## src/rtl/alu_stage.sv

```systemverilog
// rtl/alu_stage.sv - multi-cycle ALU stage: capture, load A, load shifted B, execute, write back
module alu_stage (
  input  logic       clk,
  input  logic       reset,
  input  logic       start,
  input  logic [1:0] op,
  input  logic [1:0] shift,
  input  logic [1:0] rn,
  input  logic [1:0] rm,
  input  logic [1:0] rd,
  input  logic [7:0] data_a,
  input  logic [7:0] data_b,
  output logic [1:0] rd_addr_a,
  output logic [1:0] rd_addr_b,
  output logic       ready,
  output logic       wr_en,
  output logic [1:0] wr_addr,
  output logic [7:0] wr_data,
  output logic       Z,
  output logic       N,
  output logic       V
);

  typedef enum logic [2:0] {
    S_IDLE   = 3'd0,
    S_LOAD_A = 3'd1,
    S_LOAD_B = 3'd2,
    S_EXEC   = 3'd3,
    S_WRITE  = 3'd4
  } state_t;

  localparam logic [1:0] OP_ADD = 2'b00;
  localparam logic [1:0] OP_SUB = 2'b01;
  localparam logic [1:0] OP_AND = 2'b10;
  localparam logic [1:0] OP_MVN = 2'b11;

  state_t     state_q, state_d;
  logic [1:0] op_q, op_d;
  logic [1:0] shift_q, shift_d;
  logic [1:0] rn_q, rn_d;
  logic [1:0] rm_q, rm_d;
  logic [1:0] rd_q, rd_d;
  logic [7:0] a_q, a_d;
  logic [7:0] b_q, b_d;
  logic [7:0] c_q, c_d;
  logic       z_q, z_d;
  logic       n_q, n_d;
  logic       v_q, v_d;
  logic [1:0] wa_hold_q, wa_hold_d;
  logic [7:0] wd_hold_q, wd_hold_d;

  logic [7:0] b_shifted;
  logic [7:0] alu_c;
  logic       alu_v;

  always_comb begin
    b_shifted = data_b;
    case (shift_q)
      2'b01:   b_shifted = {data_b[6:0], 1'b0};
      2'b10:   b_shifted = {1'b0, data_b[7:1]};
      2'b11:   b_shifted = {data_b[7], data_b[7:1]};
      default: b_shifted = data_b;
    endcase
  end

  // Overflow: operands of like sign (ADD) or unlike sign (SUB) yielding a result whose sign differs from A.
  always_comb begin
    alu_c = 8'h00;
    alu_v = 1'b0;
    case (op_q)
      OP_ADD: begin
        alu_c = a_q + b_q;
        alu_v = (a_q[7] == b_q[7]) && (alu_c[7] != a_q[7]);
      end
      OP_SUB: begin
        alu_c = a_q - b_q;
        alu_v = (a_q[7] != b_q[7]) && (alu_c[7] != a_q[7]);
      end
      OP_AND:  alu_c = a_q & b_q;
      OP_MVN:  alu_c = ~b_q;
      default: alu_c = 8'h00;
    endcase
  end

  always_comb begin
    state_d   = state_q;
    op_d      = op_q;
    shift_d   = shift_q;
    rn_d      = rn_q;
    rm_d      = rm_q;
    rd_d      = rd_q;
    a_d       = a_q;
    b_d       = b_q;
    c_d       = c_q;
    z_d       = z_q;
    n_d       = n_q;
    v_d       = v_q;
    wa_hold_d = wa_hold_q;
    wd_hold_d = wd_hold_q;
    case (state_q)
      S_IDLE: begin
        if (start) begin
          op_d    = op;
          shift_d = shift;
          rn_d    = rn;
          rm_d    = rm;
          rd_d    = rd;
          state_d = S_LOAD_A;
        end
      end
      S_LOAD_A: begin
        a_d     = data_a;
        state_d = S_LOAD_B;
      end
      S_LOAD_B: begin
        b_d     = b_shifted;
        state_d = S_EXEC;
      end
      S_EXEC: begin
        c_d     = alu_c;
        z_d     = (alu_c == 8'h00);
        n_d     = alu_c[7];
        v_d     = alu_v;
        state_d = S_WRITE;
      end
      S_WRITE: begin
        wa_hold_d = rd_q;
        wd_hold_d = c_q;
        state_d   = S_IDLE;
      end
      default: state_d = S_IDLE;
    endcase
  end

  always_ff @(posedge clk) begin
    if (reset) begin
      state_q   <= S_IDLE;
      op_q      <= 2'b00;
      shift_q   <= 2'b00;
      rn_q      <= 2'b00;
      rm_q      <= 2'b00;
      rd_q      <= 2'b00;
      a_q       <= 8'h00;
      b_q       <= 8'h00;
      c_q       <= 8'h00;
      z_q       <= 1'b0;
      n_q       <= 1'b0;
      v_q       <= 1'b0;
      wa_hold_q <= 2'b00;
      wd_hold_q <= 8'h00;
    end else begin
      state_q   <= state_d;
      op_q      <= op_d;
      shift_q   <= shift_d;
      rn_q      <= rn_d;
      rm_q      <= rm_d;
      rd_q      <= rd_d;
      a_q       <= a_d;
      b_q       <= b_d;
      c_q       <= c_d;
      z_q       <= z_d;
      n_q       <= n_d;
      v_q       <= v_d;
      wa_hold_q <= wa_hold_d;
      wd_hold_q <= wd_hold_d;
    end
  end

  // Write-back port shows the previous write outside WRITE, so a fresh C never leaks early.
  assign ready     = (state_q == S_IDLE);
  assign wr_en     = (state_q == S_WRITE);
  assign wr_addr   = wr_en ? rd_q : wa_hold_q;
  assign wr_data   = wr_en ? c_q  : wd_hold_q;
  assign rd_addr_a = rn_q;
  assign rd_addr_b = rm_q;
  assign Z         = z_q;
  assign N         = n_q;
  assign V         = v_q;

endmodule

```

## config.mk

```make
export PLATFORM = sky130hd
export DESIGN_NAME = alu_stage
export DESIGN_NICKNAME = d
export VERILOG_FILES = /design/src/rtl/alu_stage.sv
export SDC_FILE = /design/constraint.sdc
export NUM_CORES = 1
export LEC_CHECK = 0
export ABC_CLOCK_PERIOD_IN_PS = 4200
export CORE_ASPECT_RATIO = 0.6
export CORE_MARGIN = 2
export CORE_UTILIZATION = 29
export DETAILED_ROUTE_END_ITERATION = 10
export GPL_TIMING_DRIVEN = 0
export SETUP_SLACK_MARGIN = 0.5
export SLEW_MARGIN = 25
export SYNTH_ARGS = -nofsm -noshare
export SYNTH_HDL_FRONTEND = slang
export SYNTH_SLANG_ARGS = --single-unit
```

## constraint.sdc

```tcl
create_clock -name clk -period 4.2 [get_ports clk]
set_input_delay 0.42 -clock clk [delete_from_list [all_inputs] [get_ports clk]]
set_output_delay 0.42 -clock clk [all_outputs]
set_load 0.1 [all_outputs]
```

==> metrics <==
outcome complete, no violations; fin. max-slew vios 0; buffer count from post-CTS setup fixing 0; Worst Hold Launch rd_q[0]; register share of total power 0.359; Setup CP Type reg -> out; DRT antenna net count 0; # DRC 0; total die area 11200 um^2; drt first pass iters 4; max-cap viol count 0; vias in the first global route 2531; CP max FO 10; setup_tns 0 ns; Starting Density 0.301; r2r endpoint V; endpoint class of the critical path primary output; switch share 0.307; Ports 48; most area-hungry cell type in the Yosys netlist dfxtp_1; die height 82.9 um; Finished Layout Cells 555; fmax 0.322 GHz; Synth Register Bits 49; Core Region 9980 um^2; crit path DAT 2.68 ns; synthesized area 3010 um^2; Clock Path Buffers 2; TritonCTS buffer count 5; Final Hold Viols 0; n_diodes 0; port bufs 46; Min Hold Slack 0.455 ns; initial antenna violation count 0; multi-input logic area 1830 um^2; Layout Nets 465; endpoints failing setup 0; placed insts 547; largest net degree at the start of global routing 17; GP Congestion 0.853; reg2reg start b_q[1]; FILL cells 1035; leakage power 0.00151 uW; syn_area_per_cell 8.21 um^2; combinational share of power 0.267; Clock transition at path regs 0.07 ns; EDFF count, synth 0; Clock Skews 0.00954 ns; hold_buf cts 0; CTS H-Tree Depth 2; sw power 435 uW; Async S/R FF share, synth 0; syn nets 412; Final Instance Area 3830 um^2; DP HPWL 6.30 mm; Register Area 981 um^2; Cell variety after synth 60; Worst R2R Setup Slack 1.84 ns; Final Cycle Share 0.738; Rel. slew slack 0.332; slack of the critical path 1.10 ns; Syn. warnings 0; post_cts resized 0; global route overflow 0; hold path depth 2; minimum clock period 3.10 ns; final WL 7.86 mm; power per cell area 370 nW/um^2; top cells by area, synth dfxtp_1 33%, ha_1 6.2%, nor2_1 6.2%; cells after synthesis 366; Die X 135 um; most common cell in the netlist nor2_1; top post-synthesis cells by count 50 x nor2_1, 49 x dfxtp_1, 39 x nand2_1; row count 28; gr usage total 0.147; Slew @ Worst Pin 0.999 ns; via/cell ratio 4.83; Initial DRC Count 168; layout cells sized above 1 0.107; TritonCTS clock tree done; Post-Place Setup Slack 1.42 ns; Skew-Pair Late Insertion Delay 0.30 ns; Hold EP rd_q[0]; Root Driver clkbuf_16; Worst Path Required 3.78 ns; Synth top area share 0.326; startpoint class of the critical path flip-flop; Hold Crit Class reg -> reg; Reg2Reg Depth 8; power share of the clock group 0.374; Seq/Total Area, Yosys 0.326; Area Overhead vs Synth 27.4%; DP Area 3640 um^2; first-pass GRT wire length 13.1 mm; setup repair after global routing missed its margin no; Int Power 982 uW; Peak VDD IR 0.163 mV; clock sinks 49; ys flop type dfxtp_1; routed wire length per instance 14.2 um; vias 2683
-- power groups by stage --
stage / Sequential (uW) / Combinational, uW / Clock [uW]
CTS: 509 / 378 / 545
floorplan: 540 / 250 / 0
detailed placement: 520 / 376 / 0
global placement: 518 / 371 / 0
global route: 513 / 419 / 562
finish: 509 / 378 / 530
-- worst max-delay path by stage --
stage	startpoint	endpoint	slack (ns)	cells after the start
2_1_floorplan	state_q[1]	op_q[0]	0.62	5
3_3_place_gp	state_q[0]	wr_data[4]	1.41	5
3_5_place_dp	state_q[0]	wr_addr[0]	1.42	5
4_1_cts	state_q[0]	wr_data[6]	1.08	5
5_1_grt	state_q[0]	wr_data[5]	0.97	5
6_report	state_q[2]	wr_addr[0]	1.10	4
-- stage by stage --
stage	util	total power (uW)
global route	0.384	1490
floorplan	-	789
global placement	0.364	889
CTS	0.384	1430
detailed placement	0.364	896
finish	0.384	1420
-- sequential cells by signal, summed over array words and instances (netlist names) --
register	cells
shift_q	2
rd_addr_a	2
op_q	2
Z	1
c_q	8
rd_addr_b	2
wd_hold_q	8
b_q	8
wa_hold_q	2
a_q	8
V	1
state_q	3
rd_q	2
-- per-layer routing --
metal  vias to the layer above  wire, um  global-route usage
met2                        64      3000               0.196
li1                       1373         -                   -
met5                         -         0                   0
met3                         5       641              0.0385
met1                      1241      4180               0.230
met4                         0        36              0.0331
-- final cells by class --
cell class	instances	share of cell area
buffer	24	0.0346
clock buffer	5	0.0327
clock inverter	3	0.0180
inverter	17	0.0167
multi-input combinational	276	0.478
sequential	49	0.256
tap	135	0.0441
timing repair buffer	46	0.120
-- critical path, stage by stage (launching register included) --
cell and delay (ns):
dfxtp_1 0.44, nor3b_1 0.28, buf_2 0.31, mux2_2 0.38, clkdlybuf4s50_1 0.97
-- layout by cell type, fill, tap and decap left out, types with 3 or more instances in the layout --
master and count:
nor2_1 50, dfxtp_1 49, clkdlybuf4s50_1 46, nand2_1 39
a21oi_1 32, inv_1 17, mux2i_1 15, ha_1 15
and2_1 12, buf_2 10, mux2_2 10, clkbuf_1 8
o21ai_0 7, nor2b_1 7, nand3_1 7, nor3b_1 6
nor3_1 5, a211oi_1 5, clkbuf_16 5, a22oi_1 4
a31oi_1 4, nand2b_1 4, buf_6 3, o211ai_1 3
o21ai_1 3, nand4_1 3
-- logic make-up (layout without fill, tap and decap cells) --
| group | count (synthesis) | after routing | synth area share |
|---|---|---|---|
| flops | 49 | 49 | 0.326 |
| mux | 27 | 27 | 0.102 |
| xor+xnor | 4 | 4 | 0.0117 |
| compound gates | 80 | 80 | 0.180 |
| simple gates | 148 | 148 | 0.239 |
| fa+ha+maj | 17 | 17 | 0.0757 |
| buf+inv | 41 | 95 | 0.0653 |
(Power assumes the default switching activity.)
